## config.mk

```make
export PLATFORM = sky130hd
export DESIGN_NAME = mult_seq_mnbit_flat
export DESIGN_NICKNAME = d
export VERILOG_FILES = /design/src/rtl/mult_seq_mnbit_if.sv /design/src/rtl/mult_seq_mnbit.sv /design/src/flat_wrapper.sv
export SDC_FILE = /design/constraint.sdc
export NUM_CORES = 1
export LEC_CHECK = 0
export CELL_PAD_IN_SITES_DETAIL_PLACEMENT = 1
export CELL_PAD_IN_SITES_GLOBAL_PLACEMENT = 1
export CORE_UTILIZATION = 39
export CTS_CLUSTER_DIAMETER = 200
export DETAILED_ROUTE_END_ITERATION = 8
export GPL_TIMING_DRIVEN = 1
export PLACE_DENSITY = 0.77
export SKIP_LAST_GASP = 1
export SYNTH_ARGS = -nofsm -noshare
export SYNTH_HDL_FRONTEND = slang
export SYNTH_SLANG_ARGS = --single-unit
```

## constraint.sdc

```tcl
create_clock -name clk -period 4.5 [get_ports clk]
set_clock_uncertainty 0.05 [all_clocks]
set_input_delay 1.125 -clock clk [delete_from_list [all_inputs] [get_ports clk]]
set_output_delay 1.125 -clock clk [all_outputs]
set_load 0.02 [all_outputs]
```

## src/rtl/mult_seq_mnbit_if.sv

```systemverilog
// -----------------------------------------------------------------------------
// mult_seq_mnbit_if
// Request/response bundle for the sequential M x N multiplier.
//   start, a, b       : request (driven by the master)
//   ready, busy, done : status (driven by the slave), exactly one high per cycle
//   prod              : product of the last completed multiply (M+N bits)
//   signed_mode       : only present when MULT_SEQ_SIGNED_EN is defined
// Modports: master (requester side), slave (multiplier side).
// -----------------------------------------------------------------------------
interface mult_seq_mnbit_if #(
  parameter int M = 4,
  parameter int N = 4
);
  logic           start;
  logic [M-1:0]   a;
  logic [N-1:0]   b;
  logic           ready;
  logic           busy;
  logic           done;
  logic [M+N-1:0] prod;
`ifdef MULT_SEQ_SIGNED_EN
  logic           signed_mode;

  modport master (output start, a, b, signed_mode, input ready, busy, done, prod);
  modport slave  (input start, a, b, signed_mode, output ready, busy, done, prod);
`else
  modport master (output start, a, b, input ready, busy, done, prod);
  modport slave  (input start, a, b, output ready, busy, done, prod);
`endif
endinterface

```

## src/rtl/mult_seq_mnbit.sv

```systemverilog
// -----------------------------------------------------------------------------
// mult_seq_mnbit
// Sequential shift-and-add multiplier: one multiplier bit per clock, LSB first.
// Fixed latency: start accepted at edge t -> done high in the cycle after edge
// t+N, ready high again one cycle later.
// Ports:
//   clk  : clock, all state changes on the rising edge
//   rst  : synchronous, active-high reset (priority over start)
//   bus  : mult_seq_mnbit_if.slave (start, a, b, ready, busy, done, prod)
// Optional build macro MULT_SEQ_SIGNED_EN adds bus.signed_mode, latched with
// the operands; when set, a and b are two's complement (sign-extended adds,
// last partial product subtracted). Without the macro the block is unsigned.
// -----------------------------------------------------------------------------
module mult_seq_mnbit #(
  parameter int M = 4,
  parameter int N = 4
) (
  input  logic            clk,
  input  logic            rst,
  mult_seq_mnbit_if.slave bus
);
  localparam int W  = M + N;
  localparam int CW = (N > 2) ? $clog2(N) : 1;

  typedef enum logic [1:0] {
    S_IDLE = 2'd0,
    S_RUN  = 2'd1,
    S_DONE = 2'd2
  } state_t;

  state_t         r_state;
  state_t         w_state_next;
  logic [M-1:0]   r_a;
  logic [N-1:0]   r_b;       // shifted right each RUN cycle, bit 0 is current
  logic [W:0]     r_acc;     // M+N+1 bits: partial product lives in [W:N]
  logic [CW-1:0]  r_cnt;
  logic [W-1:0]   r_prod;
`ifdef MULT_SEQ_SIGNED_EN
  logic           r_sm;
`endif

  logic           w_ready;
  logic           w_busy;
  logic           w_done;
  logic           w_accept;
  logic           w_last;
  logic [M:0]     w_a_ext;
  logic           w_sub;
  logic [M:0]     w_sum;
  logic           w_fill;
  logic [W:0]     w_acc_next;

  assign w_last = (r_cnt == CW'(N - 1));

  // ---------------- FSM ----------------
  always_ff @(posedge clk) begin
    if (rst) r_state <= S_IDLE;
    else     r_state <= w_state_next;
  end

  always_comb begin
    w_state_next = r_state;
    w_ready      = 1'b0;
    w_busy       = 1'b0;
    w_done       = 1'b0;
    w_accept     = 1'b0;
    case (r_state)
      S_IDLE: begin
        w_ready = 1'b1;
        if (bus.start) begin
          w_accept     = 1'b1;
          w_state_next = S_RUN;
        end
      end
      S_RUN: begin
        w_busy = 1'b1;
        if (w_last) w_state_next = S_DONE;
      end
      S_DONE: begin
        w_done       = 1'b1;
        w_state_next = S_IDLE;
      end
      default: w_state_next = S_IDLE;
    endcase
  end

  // ---------------- datapath ----------------
  // Top field is one bit wider than a so that the add (or the final signed
  // subtract) never overflows; its MSB becomes the shift-in bit.
  always_comb begin
`ifdef MULT_SEQ_SIGNED_EN
    w_a_ext = {r_sm & r_a[M-1], r_a};
    w_sub   = r_sm & w_last;
`else
    w_a_ext = {1'b0, r_a};
    w_sub   = 1'b0;
`endif
    w_sum = r_acc[W:N];
    if (r_b[0]) begin
      if (w_sub) w_sum = r_acc[W:N] - w_a_ext;
      else       w_sum = r_acc[W:N] + w_a_ext;
    end
`ifdef MULT_SEQ_SIGNED_EN
    w_fill = r_sm & w_sum[M];   // arithmetic shift in signed mode
`else
    w_fill = 1'b0;
`endif
    w_acc_next = {w_fill, w_sum, r_acc[N-1:1]};
  end

  always_ff @(posedge clk) begin
    if (rst) begin
      r_a    <= '0;
      r_b    <= '0;
      r_acc  <= '0;
      r_cnt  <= '0;
      r_prod <= '0;
`ifdef MULT_SEQ_SIGNED_EN
      r_sm   <= 1'b0;
`endif
    end else begin
      if (w_accept) begin
        r_a   <= bus.a;
        r_b   <= bus.b;
        r_acc <= '0;
        r_cnt <= '0;
`ifdef MULT_SEQ_SIGNED_EN
        r_sm  <= bus.signed_mode;
`endif
      end else if (r_state == S_RUN) begin
        r_acc <= w_acc_next;
        r_b   <= r_b >> 1;
        r_cnt <= r_cnt + CW'(1);
      end
      if (r_state == S_DONE) r_prod <= r_acc[W-1:0];
    end
  end

  assign bus.ready = w_ready;
  assign bus.busy  = w_busy;
  assign bus.done  = w_done;
  // During DONE the finished accumulator is presented directly so prod is
  // valid alongside the done pulse; afterwards the held copy is shown.
  assign bus.prod  = (r_state == S_DONE) ? r_acc[W-1:0] : r_prod;
endmodule
```

## src/flat_wrapper.sv

```systemverilog
// flat-port wrapper written by rule: the top's interface ports become plain ports
module mult_seq_mnbit_flat 
#(
  parameter int M = 4,
  parameter int N = 4
)
  (clk, rst, bus_start, bus_a, bus_b, bus_ready, bus_busy, bus_done, bus_prod);
  mult_seq_mnbit_if #(.M(M), .N(N)) bus_i ();
  input  logic clk;
  input  logic rst;
  input wire logic [$bits(bus_i.start)-1:0] bus_start;
  input wire logic [$bits(bus_i.a)-1:0] bus_a;
  input wire logic [$bits(bus_i.b)-1:0] bus_b;
  output wire logic [$bits(bus_i.ready)-1:0] bus_ready;
  output wire logic [$bits(bus_i.busy)-1:0] bus_busy;
  output wire logic [$bits(bus_i.done)-1:0] bus_done;
  output wire logic [$bits(bus_i.prod)-1:0] bus_prod;
  assign bus_i.start = bus_start;
  assign bus_i.a = bus_a;
  assign bus_i.b = bus_b;
  assign bus_ready = bus_i.ready;
  assign bus_busy = bus_i.busy;
  assign bus_done = bus_i.done;
  assign bus_prod = bus_i.prod;
  mult_seq_mnbit #(.M(M), .N(N)) u_core (.clk(clk), .rst(rst), .bus(bus_i));
endmodule
```

==> flow_summary_export.csv <==
group,metric,value,unit
outcome,status,"complete, no violations",
sta,max_freq,0.3057,GHz
layout,num_antenna_cells,0,
sta,min_period_over_period,72.70,%
sta,slew_headroom,54.10,%
clock_tree,cts_resized,0,
yosys,syn_area,0.001250,sq mm
placement,port_buffers,21,
sta,setup_tns,0,ps
run,cap_violations,0,
power_and_ir_drop,p_switching,0.0001056,W
power_and_ir_drop,power_frac_clock,24.5,%
worst_setup_path,crit_required,3320,ps
yosys,synth-seq-cells,28,
worst_setup_path,end_kind,"primary output",
sta,finalCriticalPeriod,3272,ps
routing,ant_nets,0,
power_and_ir_drop,swShare,25.44,%
power_and_ir_drop,comb_power_share,12.3,%
floorplanning,die-area,0.003435,sq mm
sta,finalSetupViolCount,0,
worst_setup_path,cp_cell_sequence,"nand2b_1 > mux2_4 > clkdlybuf4s50_1",
yosys,ys.flop_type,"dfxtp_1",
layout,drive_gt1_share,7.792,%
yosys,yosysSeqAreaShare,44.84,%
routing,drt-initial-drc-count,16,
worst_setup_path,arrival,2100,ps
placement,post_dp_cell_area,0.001480,sq mm
floorplanning,start_util,40.94,%
floorplanning,fp-row-count,20,
worst_setup_path,crit-reg2reg-launch,"u_core.r_acc[4]$_SDFFE_PP0P_",
routing,vias,986,
layout,layout_common_cells,"28 x dfxtp_1, 25 x nand2_1, 21 x clkdlybuf4s50_1",
floorplanning,die_w,58.61,um
worst_setup_path,crit_cells,3,
worst_setup_path,crit_path_top_delay_cell,"clkdlybuf4s50_1",
sta,hold_viol,0,
floorplanning,ios,22,
clock_tree,cts_buffers,3,
worst_setup_path,crit_path_end,"bus_prod[2]",
power_and_ir_drop,peakVddDrop,0.1827,mV
worst_setup_path,crit_start,"u_core.r_state[0]$_SDFFE_PP0P_",
clock_tree,hold_buffers,0,
layout,layout_commonest_cell,"dfxtp_1",
clock_tree,clk_latency,320,ps
global_route,grt_max_degree,20,
sta,drv_slew,0,
power_and_ir_drop,p_per_area,276.1,mW/mm^2
worst_setup_path,reg2reg_depth,7,
worst_setup_path,startpoint_type,"register",
floorplanning,die_h,58.61,um
worst_setup_path,r2r-end,"u_core.r_acc[7]$_SDFFE_PP0P_",
power_and_ir_drop,fin_total_pwr,0.0004149,W
yosys,async_flop_share,0,%
yosys,avgSynthCellArea,9.124,sq um
yosys,synth_edf_count,0,
global_route,grt_overflow,0,
routing,avgRoutedWirePerCell,13.77,um
yosys,synth_cells,137,
worst_setup_path,worstPathMaxFanout,10,
clock_tree,cts_tree,"built",
clock_tree,cts_num_sinks,28,
clock_tree,clockBufferDepth,2,
sta,rsz0062_at_grt,"no",
placement,dp_hpwl,2112,um
layout,finalInstanceArea,0.001503,sq mm
power_and_ir_drop,cell_internal_pwr,0.0003093,W
layout,area_growth,20.22,%
worst_setup_path,cp_slowest_stage_delay,540,ps
placement,gp_congestion,0.7517,
yosys,yosys.cell_types.count,29,
layout,final_nets,173,
worst_setup_path,crit_buf_inv,1,
global_route,track_usage,17.95,%
global_route,first_global_vias,1029,
routing,vias_per_cell,4.980,
yosys,synth_nets,154,
worst_setup_path,path_class,"register to primary output",
clock_tree,clk_pin_slew_worst_paths,140,ps
worst_setup_path,cp_top_family,"buffers and inverters",
sta,worst_slew_pin_slew,686.3,ps
global_route,grt_pass1_wl,4588,um
yosys,yosys_warnings,0,
clock_tree,cts-htree-levels,1,
clock_tree,root_buffer,"clkbuf_4",
clock_tree,postCtsSetupRepairBufs,0,
worst_setup_path,rrSetupSlack,2790,ps
sta,setup_slack,1228,ps
routing,drt-pass1-iter-count,4,
hold_path,hp-class,"register to register",
power_and_ir_drop,pwr-share-seq,63.2,%
placement,dp_slack,1575,ps
routing,drcViolationCount,0,
power_and_ir_drop,p_leak,0.5908,nW
floorplanning,core,0.003053,sq mm
global_route,antenna_found_initial,0,
routing,routed_wl,2727,um
==> cell usage after synthesis, types with 2 or more instances <==
library cell,n,share of area (%)
inv_1,4,1.2
clkbuf_1,2,0.60
buf_4,2,1.2
nor2_1,8,2.4
nand2b_1,2,1.0
nor2b_1,9,4.5
buf_2,4,1.6
mux2i_1,2,1.6
nand2_1,25,7.5
a22oi_1,3,1.8
ha_1,5,5.0
a211oi_1,2,1.2
mux2_4,7,8.4
a21oi_1,16,6.4
nor3b_1,3,1.8
dfxtp_1,28,45
o211ai_1,2,1.2
xnor2_1,2,1.4
==> registers in the layout, indices dropped and copies added, names as in the netlist <==
signal          flops
u_core.r_cnt        2
u_core.r_acc        8
u_core.r_state      2
u_core.r_prod       8
u_core.r_b          4
u_core.r_a          4
==> final cells by class <==
type | count | area (sq um)
Clock buffer | 3 | 22.52
Fill cell | 377 | 1550
Multi-Input combinational cell | 96 | 628.1
Tap cell | 44 | 55.05
Inverter | 5 | 18.77
Timing Repair Buffer | 22 | 217.7
Sequential cell | 28 | 560.5
==> kinds of logic (layout without fill, tap and decap cells) <==
| group | count (synthesis) | count (layout) | share of synthesized area [%] |
|---|---|---|---|
| DFF | 28 | 28 | 44.85 |
| xor gates and xnor gates | 2 | 2 | 1.402 |
| muxes | 9 | 9 | 10.01 |
| adders and majority gates | 6 | 6 | 6.607 |
| and+or+nand+nor | 52 | 52 | 19.62 |
| buffers and inverters | 13 | 30 | 4.904 |
| AOI/OAI and AO/OA | 27 | 27 | 12.61 |
==> metrics by stage <==
| stage | util, % | std cells | hold slack (ps) |
|---|---|---|---|
| 2_1_floorplan | - | 137 | 385.8 |
| 3_3_place_gp | 48.48 | 195 | 390.9 |
| 3_5_place_dp | 48.48 | 195 | 404.5 |
| 4_1_cts | 49.22 | 198 | 423.5 |
| 5_1_grt | 49.22 | 198 | 440.9 |
| 6_report | 49.22 | 198 | 421.3 |
==> power groups by stage <==
stage	Sequential [W]	Combinational [W]	Clock, W
floorplan	0.000265	0.0000342	0
global placement	0.000267	0.0000489	0
detailed placement	0.000268	0.0000520	0
CTS	0.000262	0.0000522	0.000105
global route	0.000263	0.0000573	0.000115
finish	0.000262	0.0000510	0.000102
==> metal layers <==
layer | track usage [%] | vias to the layer above | wire, um | part of all wire [%]
li1 | - | 496 | - | -
met1 | 19.34 | 467 | 1125 | 41
met2 | 34.48 | 18 | 1484 | 54
met3 | 4.615 | 5 | 94 | 3.4
met4 | 4.762 | 0 | 23 | 0.84
met5 | 0 | - | 0 | 0
==> worst min path at each step <==
stage,from,endpoint,slack [ps],depth (start not counted)
floorplan,u_core.r_acc[0]$_SDFFE_PP0P_,u_core.r_acc[0]$_SDFFE_PP0P_,390,2
global placement,u_core.r_acc[0]$_SDFFE_PP0P_,u_core.r_acc[0]$_SDFFE_PP0P_,390,2
detailed placement,u_core.r_a[2]$_SDFFE_PP0P_,u_core.r_a[2]$_SDFFE_PP0P_,400,2
CTS,u_core.r_a[2]$_SDFFE_PP0P_,u_core.r_a[2]$_SDFFE_PP0P_,420,2
global route,u_core.r_a[0]$_SDFFE_PP0P_,u_core.r_a[0]$_SDFFE_PP0P_,440,2
finish,u_core.r_a[2]$_SDFFE_PP0P_,u_core.r_a[2]$_SDFFE_PP0P_,420,2
==> tightest hold or removal path: stages, from the launching register on <==
cell	delay [ps]
dfxtp_1	340
nand2_1	50
a21oi_1	50
Power figures use the tool's default switching activity.
